<file path="config.mk">
export PLATFORM = sky130hd
export DESIGN_NAME = awg_ctrl
export DESIGN_NICKNAME = d
export VERILOG_FILES = /design/src/rtl/awg_pkg.sv /design/src/rtl/btn_debounce.sv /design/src/rtl/awg_ctrl.sv
export SDC_FILE = /design/constraint.sdc
export NUM_CORES = 1
export LEC_CHECK = 0
export BUFFER_PORTS_ARGS = -buffer_cell sky130_fd_sc_hd__buf_2
export CELL_PAD_IN_SITES_DETAIL_PLACEMENT = 1
export CELL_PAD_IN_SITES_GLOBAL_PLACEMENT = 2
export CORE_MARGIN = 3
export CORE_UTILIZATION = 40
export CTS_CLUSTER_SIZE = 14
export DETAILED_ROUTE_END_ITERATION = 6
export PLACE_DENSITY = 0.79
export SLEW_MARGIN = 15
export SYNTH_ARGS = -nofsm -noshare
export SYNTH_HDL_FRONTEND = slang
export SYNTH_SLANG_ARGS = --single-unit
export TNS_END_PERCENT = 1
</file>
<file path="constraint.sdc">
create_clock -name clk -period 6.4 [get_ports clk]
set_input_delay 1.28 -clock clk [delete_from_list [all_inputs] [get_ports clk]]
set_output_delay 1.28 -clock clk [all_outputs]
set_load 0.05 [all_outputs]
</file>
<file path="src/rtl/awg_pkg.sv">
`default_nettype none
// ============================================================================
// Module      : awg_pkg
// Description : Shared field encodings, value limits and reset defaults for
//               the arbitrary-waveform-generator control and generator blocks,
//               plus saturating step helpers for the frequency and amplitude.
// Revision    : 1.0 - initial release
// ============================================================================
package awg_pkg;

    // Selected-field encoding (2'd3 is unused)
    localparam logic [1:0]  FLD_FREQ  = 2'd0;
    localparam logic [1:0]  FLD_AMP   = 2'd1;
    localparam logic [1:0]  FLD_PHASE = 2'd2;

    // Legal value ranges; zero is excluded because the generator divides by amp
    // and a zero phase step would freeze the accumulator
    localparam logic [11:0] FREQ_MIN  = 12'd1;
    localparam logic [11:0] FREQ_MAX  = 12'd4095;
    localparam logic [2:0]  AMP_MIN   = 3'd1;
    localparam logic [2:0]  AMP_MAX   = 3'd7;

    // Reset defaults
    localparam logic        RST_EN    = 1'b0;
    localparam logic [11:0] RST_FREQ  = 12'd64;
    localparam logic [2:0]  RST_AMP   = 3'd1;
    localparam logic [7:0]  RST_PHASE = 8'd0;
    localparam logic [1:0]  RST_SEL   = FLD_FREQ;

    // Frequency step up, clamped at FREQ_MAX
    function automatic logic [11:0] freq_inc(input logic [11:0] f, input logic [11:0] step);
        logic [12:0] s;
        s = {1'b0, f} + {1'b0, step};
        return (s > {1'b0, FREQ_MAX}) ? FREQ_MAX : s[11:0];
    endfunction

    // Frequency step down, clamped at FREQ_MIN (f > step guarantees f - step >= 1)
    function automatic logic [11:0] freq_dec(input logic [11:0] f, input logic [11:0] step);
        return (f > step) ? (f - step) : FREQ_MIN;
    endfunction

    // Amplitude +1, clamped at AMP_MAX
    function automatic logic [2:0] amp_inc(input logic [2:0] a);
        return (a >= AMP_MAX) ? AMP_MAX : (a + 3'd1);
    endfunction

    // Amplitude -1, clamped at AMP_MIN
    function automatic logic [2:0] amp_dec(input logic [2:0] a);
        return (a <= AMP_MIN) ? AMP_MIN : (a - 3'd1);
    endfunction

endpackage
`default_nettype wire

</file>
<file path="src/rtl/btn_debounce.sv">
`default_nettype none
// ============================================================================
// Module      : btn_debounce
// Description : One raw push-button path: two-flop synchronizer, debounce
//               qualifier (level accepted after DEB_CNT consecutive identical
//               samples), and a one-cycle event on the debounced rising edge.
//               With AWG_CTRL_AUTOREPEAT_EN defined and REPEAT_EN set, a held
//               button also emits a repeat event HOLD_CNT cycles after the press
//               and then every REP_CNT cycles until release.
// Revision    : 1.0 - initial release
// ============================================================================
module btn_debounce #(
    parameter logic [19:0] DEB_CNT   = 20'd1000000,
    parameter bit          REPEAT_EN = 1'b0,
    parameter logic [23:0] HOLD_CNT  = 24'd25000000,
    parameter logic [23:0] REP_CNT   = 24'd5000000
) (
    input  logic clk,
    input  logic rst,
    input  logic i_btn,
    output logic o_event
);

    logic [1:0]  r_sync;
    logic [19:0] r_cnt;
    logic        r_level;
    logic        r_press;

    logic        w_sample;
    logic        w_accept;
    logic        w_level_nxt;

    assign w_sample    = r_sync[1];
    // The DEB_CNT-th consecutive sample that disagrees with the current level
    assign w_accept    = (w_sample != r_level) && (r_cnt == (DEB_CNT - 20'd1));
    assign w_level_nxt = w_accept ? w_sample : r_level;

    // Two-flop synchronizer for the asynchronous button
    always_ff @(posedge clk or posedge rst) begin
        if (rst) begin
            r_sync <= 2'b00;
        end else begin
            r_sync <= {r_sync[0], i_btn};
        end
    end

    // Debounce counter, qualified level and rising-edge press pulse
    always_ff @(posedge clk or posedge rst) begin
        if (rst) begin
            r_cnt   <= '0;
            r_level <= 1'b0;
            r_press <= 1'b0;
        end else begin
            if ((w_sample == r_level) || w_accept) begin
                r_cnt <= '0;
            end else begin
                r_cnt <= r_cnt + 20'd1;
            end
            r_level <= w_level_nxt;
            r_press <= w_accept & w_sample;
        end
    end

`ifdef AWG_CTRL_AUTOREPEAT_EN
    logic [23:0] r_rcnt;
    logic        r_rphase;
    logic        r_rep;

    // Auto-repeat timer: first repeat HOLD_CNT cycles after the press, then every
    // REP_CNT cycles; cleared on the press cycle itself and whenever the level drops
    always_ff @(posedge clk or posedge rst) begin
        if (rst) begin
            r_rcnt   <= '0;
            r_rphase <= 1'b0;
            r_rep    <= 1'b0;
        end else begin
            r_rep <= 1'b0;
            if (!REPEAT_EN || !r_level || !w_level_nxt) begin
                r_rcnt   <= '0;
                r_rphase <= 1'b0;
            end else if (r_rcnt == ((r_rphase ? REP_CNT : HOLD_CNT) - 24'd1)) begin
                r_rcnt   <= '0;
                r_rphase <= 1'b1;
                r_rep    <= 1'b1;
            end else begin
                r_rcnt <= r_rcnt + 24'd1;
            end
        end
    end

    assign o_event = r_press | r_rep;
`else
    logic w_unused_cfg;
    assign w_unused_cfg = ^{REPEAT_EN, HOLD_CNT, REP_CNT};
    assign o_event      = r_press;
`endif

endmodule
`default_nettype wire

</file>
<file path="src/rtl/awg_ctrl.sv">
`default_nettype none
// ============================================================================
// Module      : awg_ctrl
// Description : Front-panel controller for the waveform generator. Four
//               debounced buttons select a field (FREQ/AMP/PHASE), step it up
//               or down with saturation (phase wraps), and toggle the output
//               enable. update pulses for one cycle whenever en or a state_*
//               value actually changes.
//               Optional feature macro: AWG_CTRL_AUTOREPEAT_EN (hold-to-repeat
//               on the up/down buttons).
// Revision    : 1.0 - initial release
// ============================================================================
module awg_ctrl
    import awg_pkg::*;
#(
    parameter logic [19:0] DEB_CNT   = 20'd1000000,
    parameter logic [11:0] FREQ_STEP = 12'd16,
    parameter logic [23:0] HOLD_CNT  = 24'd25000000,
    parameter logic [23:0] REP_CNT   = 24'd5000000
) (
    input  logic        clk,
    input  logic        rst,
    input  logic        btn_sel,
    input  logic        btn_up,
    input  logic        btn_down,
    input  logic        btn_en,
    output logic        en,
    output logic [11:0] state_freq,
    output logic [2:0]  state_amp,
    output logic [7:0]  state_phase,
    output logic [1:0]  sel,
    output logic        update
);

    // Button index order: 0 sel, 1 up, 2 down, 3 en
    logic [3:0]  w_raw;
    logic [3:0]  w_ev;

    logic        w_ev_sel;
    logic        w_ev_up;
    logic        w_ev_down;
    logic        w_ev_en;
    logic        w_val_ev;
    logic        w_val_chg;

    logic        w_en_nxt;
    logic [1:0]  w_sel_nxt;
    logic [11:0] w_freq_nxt;
    logic [2:0]  w_amp_nxt;
    logic [7:0]  w_phase_nxt;

    logic        r_en;
    logic [1:0]  r_sel;
    logic [11:0] r_freq;
    logic [2:0]  r_amp;
    logic [7:0]  r_phase;
    logic        r_update;

    assign w_raw = {btn_en, btn_down, btn_up, btn_sel};

    generate
        for (genvar i = 0; i < 4; i++) begin : g_btn
            btn_debounce #(
                .DEB_CNT   (DEB_CNT),
                .REPEAT_EN ((i == 1) || (i == 2)),
                .HOLD_CNT  (HOLD_CNT),
                .REP_CNT   (REP_CNT)
            ) u_btn (
                .clk     (clk),
                .rst     (rst),
                .i_btn   (w_raw[i]),
                .o_event (w_ev[i])
            );
        end
    endgenerate

    assign w_ev_sel  = w_ev[0];
    assign w_ev_up   = w_ev[1];
    assign w_ev_down = w_ev[2];
    assign w_ev_en   = w_ev[3];

    // A value step needs exactly one of up/down and no concurrent field change
    assign w_val_ev  = ~w_ev_sel & (w_ev_up ^ w_ev_down);

    // Next-state computation for the field selector and the three values
    always_comb begin
        w_en_nxt    = r_en ^ w_ev_en;
        w_sel_nxt   = r_sel;
        w_freq_nxt  = r_freq;
        w_amp_nxt   = r_amp;
        w_phase_nxt = r_phase;

        if (w_ev_sel) begin
            case (r_sel)
                FLD_FREQ: w_sel_nxt = FLD_AMP;
                FLD_AMP:  w_sel_nxt = FLD_PHASE;
                default:  w_sel_nxt = FLD_FREQ;
            endcase
        end else if (r_sel == 2'd3) begin
            w_sel_nxt = FLD_FREQ;
        end

        if (w_val_ev) begin
            case (r_sel)
                FLD_FREQ:  w_freq_nxt  = w_ev_up ? freq_inc(r_freq, FREQ_STEP)
                                                 : freq_dec(r_freq, FREQ_STEP);
                FLD_AMP:   w_amp_nxt   = w_ev_up ? amp_inc(r_amp) : amp_dec(r_amp);
                FLD_PHASE: w_phase_nxt = w_ev_up ? (r_phase + 8'd1) : (r_phase - 8'd1);
                default:   ;
            endcase
        end

        w_val_chg = (w_freq_nxt != r_freq) || (w_amp_nxt != r_amp) ||
                    (w_phase_nxt != r_phase);
    end

    // Field-select FSM and registered outputs; update flags a real value change
    always_ff @(posedge clk or posedge rst) begin
        if (rst) begin
            r_en     <= RST_EN;
            r_sel    <= RST_SEL;
            r_freq   <= RST_FREQ;
            r_amp    <= RST_AMP;
            r_phase  <= RST_PHASE;
            r_update <= 1'b0;
        end else begin
            r_en     <= w_en_nxt;
            r_sel    <= w_sel_nxt;
            r_freq   <= w_freq_nxt;
            r_amp    <= w_amp_nxt;
            r_phase  <= w_phase_nxt;
            r_update <= w_ev_en | w_val_chg;
        end
    end

    assign en          = r_en;
    assign sel         = r_sel;
    assign state_freq  = r_freq;
    assign state_amp   = r_amp;
    assign state_phase = r_phase;
    assign update      = r_update;

endmodule
`default_nettype wire
</file>
==> results.cfg, run 1 <==
[routing]
drt_wl_total_mm = 14.8
drtIter0Drc = 224
avgViaCountPerCell = 5.33
dr.pass1.iters = 4
wire_per_inst_um = 16.0
drc_errors = 0
detail-route-antenna-nets = 0
num_vias = 4928

[sta]
skew_ns = 0.00789
finalHoldViolCount = 0
slew_headroom_pct = 43.5
maxSlewViolCount = 0
final.setup.tns_ns = 0
rsz0062_at_grt = false
setup_viol = 0
max_freq_mhz = 329
fin_crit_sh_pct = 47.5
layout_setup_ws_ns = 3.36
tightest_slew_ns = 0.847
post-route-min-period_ns = 3.04

[synthesis]
synthCells = 667
yosysWarnings = 0
synth_area_leaders = dfrtp_1, xor2_1, nor2_1, xnor2_1, nand2_1
netlist.area_leader.share_pct = 47.8
netlist_area_um2 = 6340
syn-mean-instance-area_um2 = 9.50
synth_cell_type_count = 53
synth_edf_count = 0
seq_area_frac_synth_pct = 48.6
synth-seq-cells = 123
synth_nets = 691
synth_top_cell_by_area = dfrtp_1
synthArstFlopShare_pct = 100
synth_ff_type = dfrtp_1

[clocking]
cts_tree = yes
cts-buffers-inserted = 17
clk_latency_ns = 0.41
clock_path_buffers = 2
htreeDepth = 4
cts.sinks = 123
ctsHoldBuffers = 0
root_buffer = clkbuf_16
cts_setup_buffers = 0
ctsResizeCount = 0
clkTransAtPathRegs_ns = 0.06

[global_routing]
grt_pass1_wl_mm = 25.9
antenna_found_initial = 0
grt_max_degree = 69
track_usage_pct = 18.0
grt_overflow = 0
grt_pass1_vias = 5227

[pwr]
ir_drop_v = 0.000218
leakagePower_uw = 0.00329
power.density_nw_per_um2 = 251

[critical_path]
path_class = flop to flop
cp.required_ns = 6.69
cp.arrival_ns = 3.33
worstPathMaxFanout = 15
critPathLaunchType = flop
r2r_cells = 8
end_kind = flop

[final_layout]
syn_to_final_growth_pct = 15.5
fin_cells = 925
fin_util_pct = 47.6
antenna_cells = 0
fillers = 1749
final_cell_mix = dfrtp_1, nor2_1, nand2_1, xor2_1, nand3_1
final_common_cell = dfrtp_1
drive_above_1_share_pct = 11.6
nNetsFinal = 725

[floorplan]
die_h_um = 132
initial_utilization_pct = 41.2
rows = 45
core_region_area_um2 = 15400
die_w_um = 132
fp.dieArea_um2 = 17400
io_pins = 33

[place]
portBuffers = 32
place_inst = 893
gp_congestion = 0.830
pre_cts_ws_ns = 3.44
hpwl_mm = 9.98

[hold_path]
hold_path_class = flop to flop
hold_depth = 0

[outcome]
outcome = complete, no violations

[run]
max-cap-violations = 0
## cell type report
cell class / count / area [um^2] / area share, %
Clock buffer: 19 / 453 / 6.19
Clock inverter: 13 / 165 / 2.26
Inverter: 15 / 58.8 / 0.803
Multi-Input combinational cell: 508 / 3110 / 42.5
Sequential cell: 123 / 3080 / 42.1
Tap cell: 211 / 264 / 3.61
Timing Repair Buffer: 36 / 190 / 2.60
## worst paths after layout
kind / to / from / slack, ns
max: update / state_freq[4] / 3.36
min: g_btn[2].u_btn.r_sync[1] / g_btn[2].u_btn.r_sync[0] / 0.35
max reg2reg: update / state_freq[4] / 3.36
min reg2reg: g_btn[2].u_btn.r_sync[1] / g_btn[2].u_btn.r_sync[0] / 0.35
max in group asynchronous: g_btn[0].u_btn.r_cnt[13] / rst / 4.09
min in group asynchronous: g_btn[3].u_btn.r_sync[0] / rst / 1.04
## cell families after synthesis
family	synth area share, %
AOI/OAI and AO/OA	7.44
xor gates and xnor gates	11.6
adders and majority gates	3.67
buffers and inverters	2.33
DFF	48.6
muxes	0.711
and+or+nand+nor	25.6
## flip-flops by register name, summed over array words and instances (netlist names)
signal,count
g_btn.u_btn.r_sync,8
update,1
g_btn.u_btn.r_cnt,80
state_freq,12
g_btn.u_btn.o_event,4
state_amp,3
g_btn.u_btn.r_level,4
sel,2
state_phase,8
en,1
## synthesized netlist by cell type, types with 3 or more instances
cell type  count
and2_1         6
nand3b_1       3
nand3_1       34
inv_1         14
a21o_1         3
nor2_1       113
nor3_1        19
dfrtp_1      121
xor2_1        56
mux2_2         4
or4_1          4
o22ai_1        3
a21oi_1       16
nand2_1       65
xnor2_1       28
nor4b_1        6
nand2b_1       3
o31ai_1        5
nor3b_1        4
ha_1          17
nor4_1        12
and3_1        13
nand4_1       20
buf_2          7
a211oi_1       3
and4_1         7
o21a_1         4
or3_1          7
a31oi_1        4
o21ai_0       20
clkbuf_1      13
or2_2          4
## layer usage
layer	vias to the layer above	track usage [%]	share of wire, %
met5	-	0	0
met4	0	6.65	1.6
met3	22	3.59	3.0
met2	74	30.2	50
met1	2442	23.0	46
li1	2390	-	-
## critical path, stage by stage (launching register included)
cell	delay [ns]
dfrtp_1	0.63
inv_1	0.20
ha_1	0.42
nand4bb_1	0.13
nor4_1	0.33
o221ai_1	0.26
nand3_1	0.32
nor4_1	0.08
or4_1	0.53
## metrics by stage
step / hold WS [ns] / power, uW / area [um^2]
5_1_grt: 0.370 / 1900 / 7320
4_1_cts: 0.352 / 1860 / 7320
2_1_floorplan: 0.331 / 835 / 6340
3_5_place_dp: 0.339 / 849 / 6700
6_report: 0.349 / 1830 / 7320
3_3_place_gp: 0.334 / 847 / 6700
## report_power, final
part           internal (uW)  switching (uW)  total (uW)
Clock                    635             366        1000
Combinational           9.14            29.9        39.0
Sequential               787            7.31         794
Note: power is estimated with default switching activity, not from simulation.
==> run 2, diff against run 1 <==
--- a/config.mk
+++ b/config.mk
@@ -9,10 +9,10 @@
 export CELL_PAD_IN_SITES_DETAIL_PLACEMENT = 1
 export CELL_PAD_IN_SITES_GLOBAL_PLACEMENT = 2
 export CORE_MARGIN = 3
-export CORE_UTILIZATION = 40
+export CORE_UTILIZATION = 39
 export CTS_CLUSTER_SIZE = 14
 export DETAILED_ROUTE_END_ITERATION = 6
-export PLACE_DENSITY = 0.79
+export PLACE_DENSITY = 0.77
 export SLEW_MARGIN = 15
 export SYNTH_ARGS = -nofsm -noshare
 export SYNTH_HDL_FRONTEND = slang
==> constraint.sdc (replaced) <==
create_clock -name clk -period 3 [get_ports clk]
set_input_delay 0.6 -clock clk [delete_from_list [all_inputs] [get_ports clk]]
set_output_delay 0.6 -clock clk [all_outputs]
set_load 0.05 [all_outputs]
==> results.cfg, run 2 (synthesized netlist as in run 1, its figures left out) <==
[place]
portBuffers = 32
hpwl_mm = 10.2
gp_congestion = 0.840

[critical_path]
crit_family = simple AND/OR/NAND/NOR gates
path_class = flop to flop
end_kind = flop
startpoint = state_freq[6]
rr_endpoint = update
worstPathMaxFanout = 15
endpoint = update
cp.required_ns = 3.27
cp_num_buf_inv = 0
cp.arrival_ns = 2.87
critPathLaunchType = flop
cpMaxStageDelayCell = dfstp_2
r2r_setup_slack_ns = 0.41
r2r_cells = 6
r2r-start = state_freq[6]
path_cells = and4_4 > a21boi_0 > o221ai_1 > nand3_1 > a311o_1 > or4_1
slowest_delay_ns = 0.69
path_depth = 6

[final_layout]
fillers = 1795
final_common_cell = dfrtp_1
final_cell_mix = dfrtp_1, nor2_1, nand2_1, xor2_1, nand3_1
fin_util_pct = 47.5
largest_register_ffs = 80
drive_above_1_share_pct = 11.8
largest_register = g_btn.u_btn.r_cnt
antenna_cells = 0
nNetsFinal = 733
syn_to_final_growth_pct = 16.5

[pwr]
clock_power_share_pct = 53.8
p_seq_share_pct = 43.9
ir_drop_v = 0.000373
comb_power_share_pct = 2.3
power.density_nw_per_um2 = 523
p_int_uw = 3070
leakagePower_uw = 0.00333
p_switching_uw = 793
switching_share_pct = 20.5

[clocking]
clock_path_buffers = 2
htreeDepth = 4
cts.sinks = 123
cts_setup_buffers = 0
ctsHoldBuffers = 0
cts-buffers-inserted = 17
clkTransAtPathRegs_ns = 0.05
cts_tree = yes
ctsResizeCount = 0
clk_latency_ns = 0.42
root_buffer = clkbuf_16

[floorplan]
fp.dieArea_um2 = 17800
die_h_um = 133
initial_utilization_pct = 40.8
core_region_area_um2 = 15500
io_pins = 33
die_w_um = 133
rows = 45

[sta]
fin_crit_sh_pct = 86.5
skew_ns = 0.0114
post-route-min-period_ns = 2.59
tightest_slew_ns = 0.741
final.setup.tns_ns = 0
finalHoldViolCount = 0
max_freq_mhz = 385
maxSlewViolCount = 0
rsz0062_at_grt = false
setup_viol = 0
slew_headroom_pct = 50.5

[routing]
drc_errors = 0
num_vias = 4934
dr.pass1.iters = 4
avgViaCountPerCell = 5.29
drt_wl_total_mm = 15.0
drtIter0Drc = 224
detail-route-antenna-nets = 0
wire_per_inst_um = 16.1

[hold_path]
hold_path_class = primary input to flop

[global_routing]
grt_pass1_vias = 5307
track_usage_pct = 17.9
grt_pass1_wl_mm = 26.0
grt_overflow = 0
antenna_found_initial = 0
grt_max_degree = 48

[outcome]
outcome = complete, no violations

[run]
max-cap-violations = 0
==> run 2: cell types whose count changed in the layout (fill, tap and decap cells not counted) <==
| cell | previous run | this run |
|---|---|---|
| clkinv_4 | 2 | 1 |
| inv_6 | 2 | 0 |
| clkinvlp_4 | 4 | 2 |
| inv_4 | 1 | 0 |
| clkinv_2 | 2 | 1 |
| clkbuf_8 | 2 | 3 |
| buf_12 | 0 | 2 |
| clkbuf_1 | 0 | 5 |
| buf_4 | 4 | 10 |
==> run 2: metal layers <==
| metal | GRT usage (%) | vias to the layer above | wire length [um] |
|---|---|---|---|
| met3 | 3.81 | 21 | 333 |
| met2 | 30.5 | 49 | 7440 |
| met4 | 7.03 | 0 | 291 |
| met1 | 22.4 | 2456 | 6950 |
| li1 | - | 2408 | - |
| met5 | 0 | - | 0 |
==> run 2: area by class of cell <==
class	count	area [um^2]	area share (%)
multi-input cells	508	3110	42.1
flip-flops and latches	123	3080	41.7
clock buffers	25	485	6.57
repair buffers	44	275	3.73
well taps	211	264	3.57
clock inverters	6	111	1.51
inverters	15	60.1	0.813
==> run 2: worst min-delay path by stage <==
stage / depth (start not counted) / to / startpoint
floorplan: 0 / g_btn[0].u_btn.r_sync[1] / g_btn[0].u_btn.r_sync[0]
global placement: 0 / g_btn[3].u_btn.r_sync[1] / g_btn[3].u_btn.r_sync[0]
detailed placement: 0 / g_btn[1].u_btn.r_sync[1] / g_btn[1].u_btn.r_sync[0]
CTS: 1 / g_btn[1].u_btn.r_sync[0] / btn_up
global route: 1 / g_btn[1].u_btn.r_sync[0] / btn_up
finish: 1 / g_btn[1].u_btn.r_sync[0] / btn_up
==> run 2: power by group through the flow <==
| stage | logic (uW) | clock network, uW | registers [uW] |
|---|---|---|---|
| 4_1_cts | 96.3 | 2130 | 1690 |
| 6_report | 90.5 | 2080 | 1690 |
| 3_3_place_gp | 91.4 | 0 | 1720 |
| 5_1_grt | 107 | 2220 | 1700 |
| 3_5_place_dp | 94.8 | 0 | 1720 |
| 2_1_floorplan | 62.8 | 0 | 1720 |
==> run 2: through the flow <==
stage                     total power, uW  cell area [um^2]  hold slack (ns)  instances  setup slack (ns)
final                                3860              7390            0.292        932             0.406
after floorplan                      1780              6340            0.331        667             0.171
after detailed placement             1820              6790            0.342        901             0.424
after global placement               1810              6790            0.333        901             0.486
after global routing                 4020              7390            0.272        932             0.214
after CTS                            3930              7390            0.275        932             0.401
==> run 3, diff against run 2 <==
--- a/config.mk
+++ b/config.mk
@@ -8,13 +8,14 @@
 export BUFFER_PORTS_ARGS = -buffer_cell sky130_fd_sc_hd__buf_2
 export CELL_PAD_IN_SITES_DETAIL_PLACEMENT = 1
 export CELL_PAD_IN_SITES_GLOBAL_PLACEMENT = 2
-export CORE_MARGIN = 3
-export CORE_UTILIZATION = 39
+export CORE_MARGIN = 2
+export CORE_UTILIZATION = 40
 export CTS_CLUSTER_SIZE = 14
 export DETAILED_ROUTE_END_ITERATION = 6
-export PLACE_DENSITY = 0.77
+export PLACE_DENSITY = 0.78
 export SLEW_MARGIN = 15
 export SYNTH_ARGS = -nofsm -noshare
 export SYNTH_HDL_FRONTEND = slang
+export SYNTH_HIERARCHICAL = 1
 export SYNTH_SLANG_ARGS = --single-unit
 export TNS_END_PERCENT = 1
==> results.cfg, run 3 <==
[clocking]
htreeDepth = 4
cts-buffers-inserted = 17
clk_latency_ns = 0.43
cts_tree = yes
cts_setup_buffers = 0
clkTransAtPathRegs_ns = 0.06
ctsResizeCount = 0
cts.sinks = 123
ctsHoldBuffers = 0
clock_path_buffers = 2
root_buffer = clkbuf_16

[pwr]
power_uw = 3840
power.density_nw_per_um2 = 488
leakagePower_uw = 0.00334
ir_drop_v = 0.000448

[hold_path]
min_delay_worst_endpoint = g_btn[3].u_btn/r_sync[0]
hold_depth = 1
min-delay-start = btn_en
hold_path_class = primary input to flop

[global_routing]
grt_max_degree = 28
track_usage_pct = 20.5
grt_pass1_wl_mm = 29.9
antenna_found_initial = 0
grt_use_met3_pct = 5.22
grt_util_met1_pct = 27.0
grt_pass1_vias = 5944
grt_overflow = 0
grt_use_met2_pct = 33.4
top_usage_layer = met2

[synthesis]
netlist.area_leader.share_pct = 44.2
synthArstFlopShare_pct = 100
synth-seq-cells = 123
synth_ff_type = dfrtp_1
synth_area_leaders = dfrtp_1, xor2_1, nor2_1, xnor2_1, nand3_1
synth_nets = 743
yosysWarnings = 6
synthCells = 719
seq_area_frac_synth_pct = 45.0
synth_top_cell_by_area = dfrtp_1
syn-mean-instance-area_um2 = 9.53
synthTopCellsByCount = dfrtp_1, nor2_1, nand2_1, nand3_1, a21oi_1
yosysMostFrequentCell = dfrtp_1
synth_edf_count = 0
synth_cell_type_count = 63
netlist_area_um2 = 6850

[place]
portBuffers = 32
pre_cts_ws_ns = 0.305
hpwl_mm = 12.2
gp_congestion = 0.842
placed_cell_area_um2 = 7290

[outcome]
outcome = complete, no violations

[sta]
final.setup.tns_ns = 0
tightest_slew_ns = 0.962
layout_setup_ws_ns = 0.275
max_freq_mhz = 367
fin_crit_sh_pct = 90.8
post-route-min-period_ns = 2.72
setup_viol = 0
slew_headroom_pct = 35.8
whs_ns = 0.277
finalHoldViolCount = 0
rsz0062_at_grt = false
maxSlewViolCount = 0
skew_ns = 0.0135

[critical_path]
cpMaxStageDelayCell = dfrtp_1
path_cells = ha_1 > nand3_1 > or2_2 > a21oi_1 > o22ai_1 > xnor2_1 > a2111oi_0 > nand4_1
cp.arrival_ns = 3.03
path_class = flop to flop
worstPathMaxFanout = 13
r2r_setup_slack_ns = 0.28
critPathLaunchType = flop
crit_family = simple AND/OR/NAND/NOR gates
rr_endpoint = update
cp_num_buf_inv = 0
r2r-start = state_freq[4]
slowest_delay_ns = 0.60
end_kind = flop
r2r_cells = 8
cp.required_ns = 3.30

[routing]
dr.pass1.iters = 5
wire_per_inst_um = 17.4
num_vias = 5699
drt_wl_total_mm = 17.4
drc_errors = 0
drtIter0Drc = 317
detail-route-antenna-nets = 0
avgViaCountPerCell = 5.71

[floorplan]
initial_utilization_pct = 41.2
rows = 47
fp.dieArea_um2 = 18200
die_h_um = 135
die_w_um = 135
io_pins = 33
core_region_area_um2 = 16600

[final_layout]
largest_register_ffs = 80
final_common_cell = dfrtp_1
antenna_cells = 0
syn_to_final_growth_pct = 15.0
largest_register = g_btn.u_btn/r_cnt
nNetsFinal = 789
final_cell_mix = dfrtp_1, nor2_1, nand2_1, nand3_1, a21oi_1
drive_above_1_share_pct = 14.3
design_area_um2 = 7880

[run]
max-cap-violations = 0
-- run 3: metal layers --
metal  share of wire [%]  vias up
li1                    -     2730
met1                  47     2856
met2                  48       90
met3                 3.7       23
met4                 1.5        0
met5                   0        -
-- run 3: layout make-up --
cell class / count / area, um^2
Clock inverter: 11 / 109
Clock buffer: 21 / 480
Multi-Input combinational cell: 545 / 3540
Tap cell: 220 / 275
Inverter: 31 / 116
Sequential cell: 123 / 3080
Fill cell: 1916 / 8770
Timing Repair Buffer: 47 / 273
-- run 3: worst max path at each step --
stage,startpoint,end,slack (ns),cells past startpoint
floorplan,state_freq[4],update,0.27,10
global placement,state_freq[5],update,0.39,7
detailed placement,state_freq[4],update,0.31,8
CTS,state_freq[4],update,0.29,8
global route,state_freq[4],update,0.03,9
finish,state_freq[4],update,0.28,8
-- run 3: power breakdown --
part	leakage, uW	switching [uW]	total (uW)	internal, uW
Clock	0.000279	814	2050	1230
Combinational	0.00138	66.1	95.6	29.5
Sequential	0.00168	21.0	1700	1680
Total	0.00334	902	3840	2940
-- run 3: worst reg2reg max path, cell delays in order (launching register included) --
cell	delay, ns
dfrtp_1	0.60
ha_1	0.46
nand3_1	0.17
or2_2	0.39
a21oi_1	0.17
o22ai_1	0.11
xnor2_1	0.14
a2111oi_0	0.41
nand4_1	0.14
-- run 3: metrics by stage --
step                      util, %  cells
after floorplan                 -    719
after global placement       43.8    966
after detailed placement     43.8    966
after CTS                    47.3    998
after global routing         47.3    998
final                        47.3    998
-- run 3: cells by family after synthesis --
group,share of synthesized area [%]
adder cells (fa/ha/maj),3.40
flip-flops,45.0
multiplexers,1.19
AND/OR/NAND/NOR,25.5
XOR/XNOR,7.54
buffers and inverters,3.31
AO/OA/AOI/OAI,14.1
